--- src/rtl/sb_pkg.sv ---
// Shared types for the memory-stage store buffer.
// Contents: FSM state enum, store-buffer entry struct, byte-address helper.
// The entry is sized by SB_AW/SB_DW; the top's AW/DW default to these widths.
package sb_pkg;

  localparam int unsigned SB_AW = 32;
  localparam int unsigned SB_DW = 32;

  typedef enum logic [1:0] {
    IDLE,
    WRITE,
    READ,
    LDONE
  } sb_state_t;

  typedef struct packed {
    logic [SB_AW-3:0] waddr;  // word address (byte address >> 2)
    logic [SB_DW-1:0] data;
  } sb_entry_t;

  function automatic logic [SB_AW-1:0] byte_addr(input logic [SB_AW-3:0] waddr);
    return {waddr, 2'b00};
  endfunction

endpackage

--- src/rtl/store_buffer_mem_if.sv ---
// Request/acknowledge data-memory bus.
// master: controller side (drives mem_req/mem_we/mem_addr/mem_wdata).
// slave:  memory side (drives mem_ack one-cycle pulse and mem_rdata).
interface store_buffer_mem_if #(
  parameter int unsigned AW = 32,
  parameter int unsigned DW = 32
);

  logic          mem_req;
  logic          mem_we;
  logic [AW-1:0] mem_addr;
  logic [DW-1:0] mem_wdata;
  logic          mem_ack;
  logic [DW-1:0] mem_rdata;

  modport master (
    output mem_req, mem_we, mem_addr, mem_wdata,
    input  mem_ack, mem_rdata
  );

  modport slave (
    input  mem_req, mem_we, mem_addr, mem_wdata,
    output mem_ack, mem_rdata
  );

endinterface

--- src/rtl/sb_fifo.sv ---
// In-order circular store buffer.
// Ports: clk/reset; push + push_entry enqueue at the tail; pop removes the head;
// head shows the oldest entry; lookup_waddr -> hit/hit_data give the youngest
// valid entry with that word address (combinational); count/full/empty status.
module sb_fifo import sb_pkg::*; #(
  parameter int unsigned DEPTH = 4
) (
  input  logic                   clk,
  input  logic                   reset,
  input  logic                   push,
  input  sb_entry_t              push_entry,
  input  logic                   pop,
  output sb_entry_t              head,
  input  logic [SB_AW-3:0]       lookup_waddr,
  output logic                   hit,
  output logic [SB_DW-1:0]       hit_data,
  output logic [$clog2(DEPTH):0] count,
  output logic                   full,
  output logic                   empty
);

  localparam int unsigned PW = $clog2(DEPTH);
  localparam int unsigned CW = PW + 1;

  sb_entry_t     entries_q [DEPTH];
  logic [PW-1:0] rd_ptr_q;
  logic [PW-1:0] wr_ptr_q;
  logic [CW-1:0] count_q;
  logic [PW-1:0] idx;

  // Pointers wrap naturally since DEPTH is a power of two.
  always_ff @(posedge clk or posedge reset) begin
    if (reset) begin
      rd_ptr_q <= '0;
      wr_ptr_q <= '0;
      count_q  <= '0;
    end else begin
      if (push) wr_ptr_q <= wr_ptr_q + PW'(1);
      if (pop)  rd_ptr_q <= rd_ptr_q + PW'(1);
      if (push && !pop) begin
        count_q <= count_q + CW'(1);
      end else if (pop && !push) begin
        count_q <= count_q - CW'(1);
      end
    end
  end

  // Storage needs no reset: only slots covered by count_q are ever observed.
  always_ff @(posedge clk) begin
    if (push) entries_q[wr_ptr_q] <= push_entry;
  end

  // Walk oldest to youngest so the last match seen is the youngest one.
  always_comb begin
    hit      = 1'b0;
    hit_data = '0;
    idx      = '0;
    for (int unsigned i = 0; i < DEPTH; i++) begin
      idx = rd_ptr_q + PW'(i);
      if ((CW'(i) < count_q) && (entries_q[idx].waddr == lookup_waddr)) begin
        hit      = 1'b1;
        hit_data = entries_q[idx].data;
      end
    end
  end

  assign head  = entries_q[rd_ptr_q];
  assign count = count_q;
  assign full  = (count_q == CW'(DEPTH));
  assign empty = (count_q == '0);

endmodule

--- src/rtl/store_buffer_mem.sv ---
// Memory-stage controller: absorbs stores into a store buffer drained in the
// background, forwards load hits from the buffer, and fetches load misses.
// Ports: clk, reset (async, active high); M-stage memwritem/memtoregm/aluoutm/
// writedatam; rdm (load result), stallm (freeze pipeline), sb_count (occupancy);
// mem: req/ack memory bus (master side), all request fields registered.
module store_buffer_mem import sb_pkg::*; #(
  parameter int unsigned DEPTH = 4,
  parameter int unsigned AW    = SB_AW,
  parameter int unsigned DW    = SB_DW
) (
  input  logic                   clk,
  input  logic                   reset,
  input  logic                   memwritem,
  input  logic                   memtoregm,
  input  logic [AW-1:0]          aluoutm,
  input  logic [DW-1:0]          writedatam,
  output logic [DW-1:0]          rdm,
  output logic                   stallm,
  output logic [$clog2(DEPTH):0] sb_count,
  store_buffer_mem_if.master     mem
);

  sb_state_t     state_q;
  logic          req_q;
  logic          we_q;
  logic [AW-1:0] addr_q;
  logic [DW-1:0] wdata_q;
  logic [DW-1:0] ld_q;
  logic [DW-1:0] rdm_q;

  logic          is_store;
  logic          is_load;
  logic          load_miss;
  logic          push;
  logic          pop;
  logic          hit;
  logic          sb_full;
  logic          sb_empty;
  logic [DW-1:0] hit_data;
  logic [AW-3:0] waddr;
  sb_entry_t     push_entry;
  sb_entry_t     head;
  logic          unused_lsb;

  assign waddr      = aluoutm[AW-1:2];
  assign unused_lsb = ^aluoutm[1:0];

  // A store wins when both strobes are high.
  assign is_store   = memwritem;
  assign is_load    = memtoregm & ~memwritem;
  // The held load is already satisfied in LDONE; do not detect it again.
  assign load_miss  = is_load & ~hit & (state_q != LDONE);
  // Full is judged on the registered count, so a same-cycle ack does not admit.
  assign push       = is_store & ~sb_full;
  assign pop        = (state_q == WRITE) & mem.mem_ack;
  assign stallm     = (is_store & sb_full) | load_miss;
  assign push_entry = '{waddr: waddr, data: writedatam};

  sb_fifo #(
    .DEPTH(DEPTH)
  ) u_fifo (
    .clk         (clk),
    .reset       (reset),
    .push        (push),
    .push_entry  (push_entry),
    .pop         (pop),
    .head        (head),
    .lookup_waddr(waddr),
    .hit         (hit),
    .hit_data    (hit_data),
    .count       (sb_count),
    .full        (sb_full),
    .empty       (sb_empty)
  );

  always_ff @(posedge clk or posedge reset) begin
    if (reset) begin
      state_q <= IDLE;
      req_q   <= 1'b0;
      we_q    <= 1'b0;
      addr_q  <= '0;
      wdata_q <= '0;
      ld_q    <= '0;
    end else begin
      unique case (state_q)
        IDLE: begin
          // A pending miss implies no buffered store to that word, so it may go first.
          if (load_miss) begin
            req_q   <= 1'b1;
            we_q    <= 1'b0;
            addr_q  <= {waddr, 2'b00};
            state_q <= READ;
          end else if (!sb_empty) begin
            req_q   <= 1'b1;
            we_q    <= 1'b1;
            addr_q  <= byte_addr(head.waddr);
            wdata_q <= head.data;
            state_q <= WRITE;
          end
        end
        WRITE: begin
          if (mem.mem_ack) begin
            req_q   <= 1'b0;
            state_q <= load_miss ? READ : IDLE;
          end
        end
        READ: begin
          // Entered from WRITE with req low: issue the read one cycle after the ack.
          if (!req_q) begin
            req_q  <= 1'b1;
            we_q   <= 1'b0;
            addr_q <= {waddr, 2'b00};
          end else if (mem.mem_ack) begin
            req_q   <= 1'b0;
            ld_q    <= mem.mem_rdata;
            state_q <= LDONE;
          end
        end
        LDONE: begin
          state_q <= IDLE;
        end
        default: begin
          state_q <= IDLE;
        end
      endcase
    end
  end

  // rdm keeps its last value whenever no load is being answered.
  always_comb begin
    rdm = rdm_q;
    if (state_q == LDONE) begin
      rdm = ld_q;
    end else if (is_load && hit) begin
      rdm = hit_data;
    end
  end

  always_ff @(posedge clk or posedge reset) begin
    if (reset) begin
      rdm_q <= '0;
    end else begin
      rdm_q <= rdm;
    end
  end

  assign mem.mem_req   = req_q;
  assign mem.mem_we    = we_q;
  assign mem.mem_addr  = addr_q;
  assign mem.mem_wdata = wdata_q;

endmodule

--- src/flat_wrapper.sv ---
// flat-port wrapper written by rule: the top's interface ports become plain ports
module store_buffer_mem_flat import sb_pkg::*;
#(
  parameter int unsigned DEPTH = 4,
  parameter int unsigned AW    = SB_AW,
  parameter int unsigned DW    = SB_DW
)
  (clk, reset, memwritem, memtoregm, aluoutm, writedatam, rdm, stallm, sb_count, mem_mem_req, mem_mem_we, mem_mem_addr, mem_mem_wdata, mem_mem_ack, mem_mem_rdata);
  store_buffer_mem_if #(.AW(AW), .DW(DW)) mem_i ();
  input  logic clk;
  input  logic reset;
  input  logic memwritem;
  input  logic memtoregm;
  input  logic [AW-1:0] aluoutm;
  input  logic [DW-1:0] writedatam;
  output logic [DW-1:0] rdm;
  output logic stallm;
  output logic [$clog2(DEPTH):0] sb_count;
  output wire logic [$bits(mem_i.mem_req)-1:0] mem_mem_req;
  output wire logic [$bits(mem_i.mem_we)-1:0] mem_mem_we;
  output wire logic [$bits(mem_i.mem_addr)-1:0] mem_mem_addr;
  output wire logic [$bits(mem_i.mem_wdata)-1:0] mem_mem_wdata;
  input wire logic [$bits(mem_i.mem_ack)-1:0] mem_mem_ack;
  input wire logic [$bits(mem_i.mem_rdata)-1:0] mem_mem_rdata;
  assign mem_mem_req = mem_i.mem_req;
  assign mem_mem_we = mem_i.mem_we;
  assign mem_mem_addr = mem_i.mem_addr;
  assign mem_mem_wdata = mem_i.mem_wdata;
  assign mem_i.mem_ack = mem_mem_ack;
  assign mem_i.mem_rdata = mem_mem_rdata;
  store_buffer_mem #(.DEPTH(DEPTH), .AW(AW), .DW(DW)) u_core (.clk(clk), .reset(reset), .memwritem(memwritem), .memtoregm(memtoregm), .aluoutm(aluoutm), .writedatam(writedatam), .rdm(rdm), .stallm(stallm), .sb_count(sb_count), .mem(mem_i));
endmodule
--- config.mk ---
export PLATFORM = sky130hd
export DESIGN_NAME = store_buffer_mem_flat
export DESIGN_NICKNAME = d
export VERILOG_FILES = /design/src/rtl/sb_pkg.sv /design/src/rtl/store_buffer_mem_if.sv /design/src/rtl/sb_fifo.sv /design/src/rtl/store_buffer_mem.sv /design/src/flat_wrapper.sv
export SDC_FILE = /design/constraint.sdc
export NUM_CORES = 1
export LEC_CHECK = 0
export BUFFER_PORTS_ARGS = -buffer_cell sky130_fd_sc_hd__clkbuf_2
export CAP_MARGIN = 20
export CORE_ASPECT_RATIO = 1.25
export CORE_MARGIN = 4
export CORE_UTILIZATION = 50
export DETAILED_ROUTE_END_ITERATION = 8
export PLACE_DENSITY_LB_ADDON = 0.08
export SLEW_MARGIN = 20
export SYNTH_ARGS = -nofsm -noshare
export SYNTH_HDL_FRONTEND = slang
export SYNTH_SLANG_ARGS = --single-unit
--- constraint.sdc ---
create_clock -name clk -period 5.3 [get_ports clk]
set_input_delay 0.795 -clock clk [delete_from_list [all_inputs] [get_ports clk]]
set_output_delay 0.795 -clock clk [all_outputs]
set_load 0.1 [all_outputs]
# Yosys cells after proc, flatten, opt, wreduce, memory -nomap -nowiden
# Memories as Yosys holds them, arrays and structs flattened.
# Cells that the tools add are included.
[op_classes]
n_bitwise = 12
add_sub_neg = 6
n_lt_le_gt_ge = 4
reduce_logical = 19
muxes = 34
eq_ne = 14
[op_table]
columns = ["cell", "count"]
rows = [
  ["$mux W32", 9],
  ["$eq A30 B30 Y1", 4],
  ["$pmux W32 S2", 1],
  ["$mux W1", 13],
  ["$mux W2", 6],
  ["$reduce_and A3 Y1", 4],
  ["$ne A2 B2 Y1 const B", 4],
  ["$pmux W2 S4", 1],
  ["$logic_and A1 B1 Y1", 7],
  ["$and A1 B1 Y1", 6],
  ["$lt A1 B3 Y1 const A", 2],
  ["$lt A2 B3 Y1 const A", 2],
  ["$mux W3", 2],
  ["$not A1 Y1", 5],
  ["$add A2 B1 Y2 const B", 2],
  ["$add A2 B2 Y2 const B", 2],
  ["$eq A2 B2 Y1 const B", 2],
  ["$reduce_and A4 Y1", 1],
  ["$reduce_bool A2 Y1", 2],
  ["$add A3 B1 Y3 const B", 1],
  ["$eq A3 B3 Y1 const B", 1],
  ["$logic_not A3 Y1", 1],
  ["$ne A3 B2 Y1 const B", 1],
  ["$pmux W1 S3", 1],
  ["8 further kinds", 9],
]
[totals]
memories = 1
reg_bits = 139
output_inout_bits = 102
input_bits = 101
ramBits = 248
wordCells = 100
[mem_list]
columns = ["name", "words", "width", "read_ports", "rd_ports_with_merged_regs", "wr", "line_no", "rtl"]
rows = [
  ["u_core.u_fifo.entries_q", 4, 62, 4, 0, 1, "sb_fifo.sv:25", "sb_entry_t entries_q [DEPTH];"],
]

# Depth between registers and ports, before layout
# An unclocked memory read counts as a cell.
[logic_depth]
depth_word = 13
ltp_mapped = 17
mapped_depth_nobuf = 10

# Cells and area by module
# Synthesis repeated with hierarchy kept, for this count alone.
[hier_totals]
hier_cells = 1855
area_unflattened_um2 = 23027.1
[modules_own_cells]
columns = ["module", "seq_area_each_um2", "n_inst", "area_each_um2", "cells_each"]
rows = [
  ["sb_fifo", 7622.3, 1, 17459.2, 1409],
  ["store_buffer_mem", 3253.1, 1, 5567.8, 446],
]

# Worst setup path before layout
# Ideal clock, no wire load.
[synth_path]
path_kind = "register to output"
startpoint = "register u_core.u_fifo.count_q[1], in the netlist u_core.u_fifo.count[1]"
endpoint = "output port rdm[29]"
path_buffers = 2
path_slack_ps = -396
stages_incl_launch_ff = 13
arrival_time_ps = 4901
cell_sequence = "dfrtp_1 -> inv_1 -> ha_1 -> o21bai_1 -> a222oi_1 -> o211ai_1 -> or3_1 -> or2_2 -> clkbuf_1 -> clkbuf_1 -> o22ai_1 -> o211ai_1 -> a31oi_1"
[synth_via]
elab_chain_len = 9
[synth_lines]
columns = ["item", "line_no", "rtl"]
rows = [
  ["from (decl)", "sb_fifo.sv:28", "logic [CW-1:0] count_q;"],
  ["from (signal assigned)", "sb_fifo.sv:41", "count_q <= count_q + CW'(1);"],
  ["from (signal assigned)", "sb_fifo.sv:43", "count_q <= count_q - CW'(1);"],
  ["$lt A1 B3 Y1", "sb_fifo.sv:60", "if ((CW'(i) < count_q) && (entries_q[idx].waddr == lookup_waddr)) begin"],
  ["$logic_and A1 B1 Y1", "sb_fifo.sv:60", ""],
  ["$mux W1 (4 in a row)", "sb_fifo.sv:60", ""],
  ["$logic_and A1 B1 Y1", "store_buffer_mem.sv:134", "end else if (is_load && hit) begin"],
  ["$mux W32 (*)", "store_buffer_mem.sv:134", ""],
  ["$mux W32 (*)", "store_buffer_mem.sv:132", "if (state_q == LDONE) begin"],
  ["to (decl)", "flat_wrapper.sv:16", "output logic [DW-1:0] rdm;"],
]
# Every way passes the cells marked *; elsewhere a longest branch is shown, timed or not.

# Final worst setup path
[layout_path]
startpoint = "register u_core.u_fifo.rd_ptr_q[1]"
endpoint = "output port rdm[21]"
[layout_via]
elab_chain_len = 10
[layout_lines]
columns = ["item", "line_no", "rtl"]
rows = [
  ["from (decl)", "sb_fifo.sv:26", "logic [PW-1:0] rd_ptr_q;"],
  ["from (signal assigned)", "sb_fifo.sv:39", "if (pop) rd_ptr_q <= rd_ptr_q + PW'(1);"],
  ["$add A2 B1 Y2 / $mem_v2 Z4 W62 (equally long branches)", "-", ""],
  ["$mem_v2 Z4 W62 (*)", "-", ""],
  ["$eq A30 B30 Y1 / $logic_and A1 B1 Y1 (equally long branches)", "sb_fifo.sv:60", ""],
  ["$logic_and A1 B1 Y1 / $mux W1 (equally long branches)", "sb_fifo.sv:60", ""],
  ["$mux W1 (3 in a row)", "sb_fifo.sv:60", ""],
  ["$logic_and A1 B1 Y1", "store_buffer_mem.sv:134", ""],
  ["$mux W32 (*)", "store_buffer_mem.sv:134", ""],
  ["$mux W32 (*)", "store_buffer_mem.sv:132", ""],
]
# Marked as above.

==> results.sh <==
export IMPL_antenna_found_initial=1
export IMPL_vias=17500
export IMPL_cts_hold_buf=0
export IMPL_dp_worst_setup_slack_ns=0.136
export IMPL_wl_per_cell_um=26.6
export IMPL_drive_gt1_share_pct=33.1
export IMPL_setup_violations=0
export IMPL_synth_top_area_cell="edfxtp_1"
export IMPL_ant_nets=0
export IMPL_p_int_mw=10.1
export IMPL_timing_setup_tns_ns=0
export IMPL_synth_most_common_cell="edfxtp_1"
export IMPL_rsz0062_at_grt="yes"
export IMPL_grt_pass1_wl_mm=107
export IMPL_use_met2_pct=50.6
export IMPL_design_core_area_um2=44100
export IMPL_fin_crit_ns=5.26
export IMPL_syn_area_um2=22400
export IMPL_required_ns=4.51
export IMPL_syn_to_final_growth_pct=21.7
export IMPL_synth_warning_count=0
export IMPL_min_period_over_period_pct=99.3
export IMPL_ys_ff_latch=385
export IMPL_drt_iter0_drc=1265
export IMPL_rows=86
export IMPL_net_switching_power_mw=9.88
export IMPL_crit_path_max_fanout=17
export IMPL_synth_top_cells_by_count="edfxtp_1 (248), mux2i_1 (165), nor2_1 (143)"
export IMPL_cap_violations=0
export IMPL_clock_path_buffers=3
export IMPL_use_met3_pct=3.72
export IMPL_dp_cells=2632
export IMPL_grt_max_degree=87
export IMPL_ys_types=75
export IMPL_layoutNonFillerInstCount=2746
export IMPL_skew_ns=0.0232
export IMPL_slew_headroom_pct=32.9
export IMPL_totalWireLength_mm=73.1
export IMPL_fin_hold_ws_ns=0.284
export IMPL_r2r_slack_ns=0.74
export IMPL_die_w_um=197
export IMPL_startpoint_type="flop"
export IMPL_portBuffers=198
export IMPL_placed_area_um2=24900
export IMPL_design_area_um2=27200
export IMPL_synthArstFlopShare_pct=35.6
export IMPL_grt_pass1_vias=17300
export IMPL_grt_total_usage_pct=29.0
export IMPL_dr_pass1_iters=6
export IMPL_grt_busiest_layer="met2"
export IMPL_synth_edf_count=248
export IMPL_ctsHtreeMaxLevel=2
export IMPL_dp_hpwl_mm=49.3
export IMPL_yosysSeqAreaShare_pct=48.7
export IMPL_cp_end_kind="primary output"
export IMPL_numCtsBuffers=42
export IMPL_die_area_um2=48200
export IMPL_timing_final_ws_setup_ns=0.0392
export IMPL_ys_flop_type="edfxtp_1"
export IMPL_grt_overflow=0
export IMPL_fillCellCount=3579
export IMPL_report_final_slew_viol_count=0
export IMPL_max_vdd_ir_drop_v=0.000680
export IMPL_hold_path_class="in2async"
export IMPL_critical_path_class="reg2out"
export IMPL_p_total_mw=20.0
export IMPL_synth_area_per_cell_um2=11.5
export IMPL_utilization_pct=61.6
export IMPL_start_util_pct=50.7
export IMPL_crit_arrival_ns=4.47
export IMPL_root_buffer="clkbuf_16"
export IMPL_met1_usage_pct=36.2
export IMPL_clock_sinks=385
export IMPL_power_frac_comb_pct=61.8
export IMPL_path_clk_slew_ns=0.06
export IMPL_fmax_mhz=190
export IMPL_power_leakage_nw=10.3
export IMPL_avgViaCountPerCell=6.38
export IMPL_pwr_share_seq_pct=24.0
export IMPL_gp_congestion=0.990
export IMPL_cts_tree="done"
export IMPL_die_y_um=244
export IMPL_pwr_share_clk_pct=14.1
export IMPL_hold_viol_final=0
export IMPL_swShare_pct=49.5
export IMPL_drcViolationCount=0
export IMPL_synth_top_cell_area_share_pct=33.3
export IMPL_insertion_delay_ns=0.59
export IMPL_tightest_slew_ns=1.01
export IMPL_ios=203
export IMPL_power_density_nw_per_um2=735
export IMPL_layout_nets=2250
export IMPL_status="completed"
export IMPL_synthCells=1943
export IMPL_synth_area_leaders="edfxtp_1 (33%), dfrtp_1 (15%), mux2i_1 (7.4%)"
## critical path, stage by stage (launching register included)
cell and delay (ns):
dfrtp_4 0.55, buf_12 0.20, mux4_2 0.54, xnor2_2 0.24
nand4_1 0.25, a2111o_1 0.56, buf_4 0.26, a2111oi_1 0.42
a31o_1 0.16, o211ai_1 0.13, a31oi_2 0.31, buf_12 0.21
## final timing paths
check                                                 startpoint                                       end  cells past startpoint
min reg2reg                 u_core.mem.mem_wdata[11]$_DFFE_PP0P_      u_core.mem.mem_wdata[11]$_DFFE_PP0P_                      1
max                        u_core.u_fifo.rd_ptr_q[1]$_DFFE_PP0P_                                   rdm[21]                     11
max reg2reg                u_core.u_fifo.rd_ptr_q[1]$_DFFE_PP0P_      u_core.mem.mem_wdata[14]$_DFFE_PP0P_                     14
min in group clk                                  writedatam[26]  u_core.u_fifo.entries_q[2][26]$_DFFE_PP_                      1
min                                                        reset               u_core.ld_q[25]$_DFFE_PP0P_                      2
max in group asynchronous                                  reset      u_core.mem.mem_wdata[12]$_DFFE_PP0P_                      3
## logic make-up (layout without fill, tap and decap cells)
kind of cell	after synthesis	after routing	synth area share (%)
multiplexers	352	352	20.1
flip-flops	385	385	48.7
AND/OR/NAND/NOR	454	454	9.82
buffers and inverters	201	430	4.03
other	1	3	0.0168
adder cells (fa/ha/maj)	9	9	0.504
AO/OA/AOI/OAI	433	433	12.7
XOR/XNOR	108	108	4.23
## cell type report
class / count / area, um^2 / area share [%]
diodes: 1 / 2.50 / 0.00920
clock buffers: 57 / 1160 / 4.26
clock inverters: 20 / 144 / 0.529
inverters: 21 / 86.3 / 0.317
multi-input cells: 1358 / 11400 / 41.8
flip-flops and latches: 385 / 10900 / 40.0
well taps: 572 / 716 / 2.63
repair buffers: 332 / 2850 / 10.5
## cells in the final DEF (no fill, tap or decap), types with 10 or more instances in the layout
master	n
inv_1	19
a211oi_1	13
a21oi_1	73
buf_12	45
mux2i_2	16
a31oi_2	29
clkbuf_16	50
clkbuf_1	11
nand2_1	105
mux2_2	109
nor3_1	71
o211ai_1	38
mux4_2	59
buf_4	101
mux2i_1	144
xnor2_1	78
nand4_1	23
xor2_1	15
nand3b_1	20
xnor2_2	12
clkbuf_2	166
edfxtp_1	248
and2_1	10
o21ai_0	92
o22ai_1	20
a31oi_1	63
nor2_1	141
buf_6	10
clkinv_1	10
a2111oi_2	12
mux2_4	19
dfrtp_1	135
a2111oi_1	11
a31o_2	15
## repair_timing
item / CTS / global route
pin swaps: 10 / 35
gates cloned: 2 / 7
setup endpoints to repair: 32 / 32
setup buffers: 11 / 17
gates resized for setup: 42 / 92
## registers in the layout, summed over array words and instances, names as in the netlist, 2 cells and up
| register | count |
|---|---|
| u_core.u_fifo.entries_q | 248 |
| u_core.u_fifo.rd_ptr_q | 2 |
| u_core.rdm_q | 32 |
| u_core.u_fifo.wr_ptr_q | 2 |
| u_core.ld_q | 32 |
| u_core.state_q | 2 |
| u_core.mem.mem_wdata | 32 |
| u_core.u_fifo.count | 3 |
| u_core.mem.mem_addr | 30 |
## metal layers
layer  vias up  routed length [um]
li1       7827                   -
met1      8770               27700
met2       760               37100
met3       170                4330
met4         0                3910
met5         -                   0
## power groups by stage
| stage | Sequential [mW] | Combinational, mW | Clock (mW) |
|---|---|---|---|
| after floorplan | 6.49 | 6.78 | 0 |
| after global placement | 4.82 | 11.5 | 0 |
| after detailed placement | 4.87 | 11.6 | 0 |
| after CTS | 4.78 | 11.9 | 2.87 |
| after global routing | 4.89 | 13.0 | 2.99 |
| final | 4.81 | 12.4 | 2.82 |
Power figures use the tool's default switching activity.
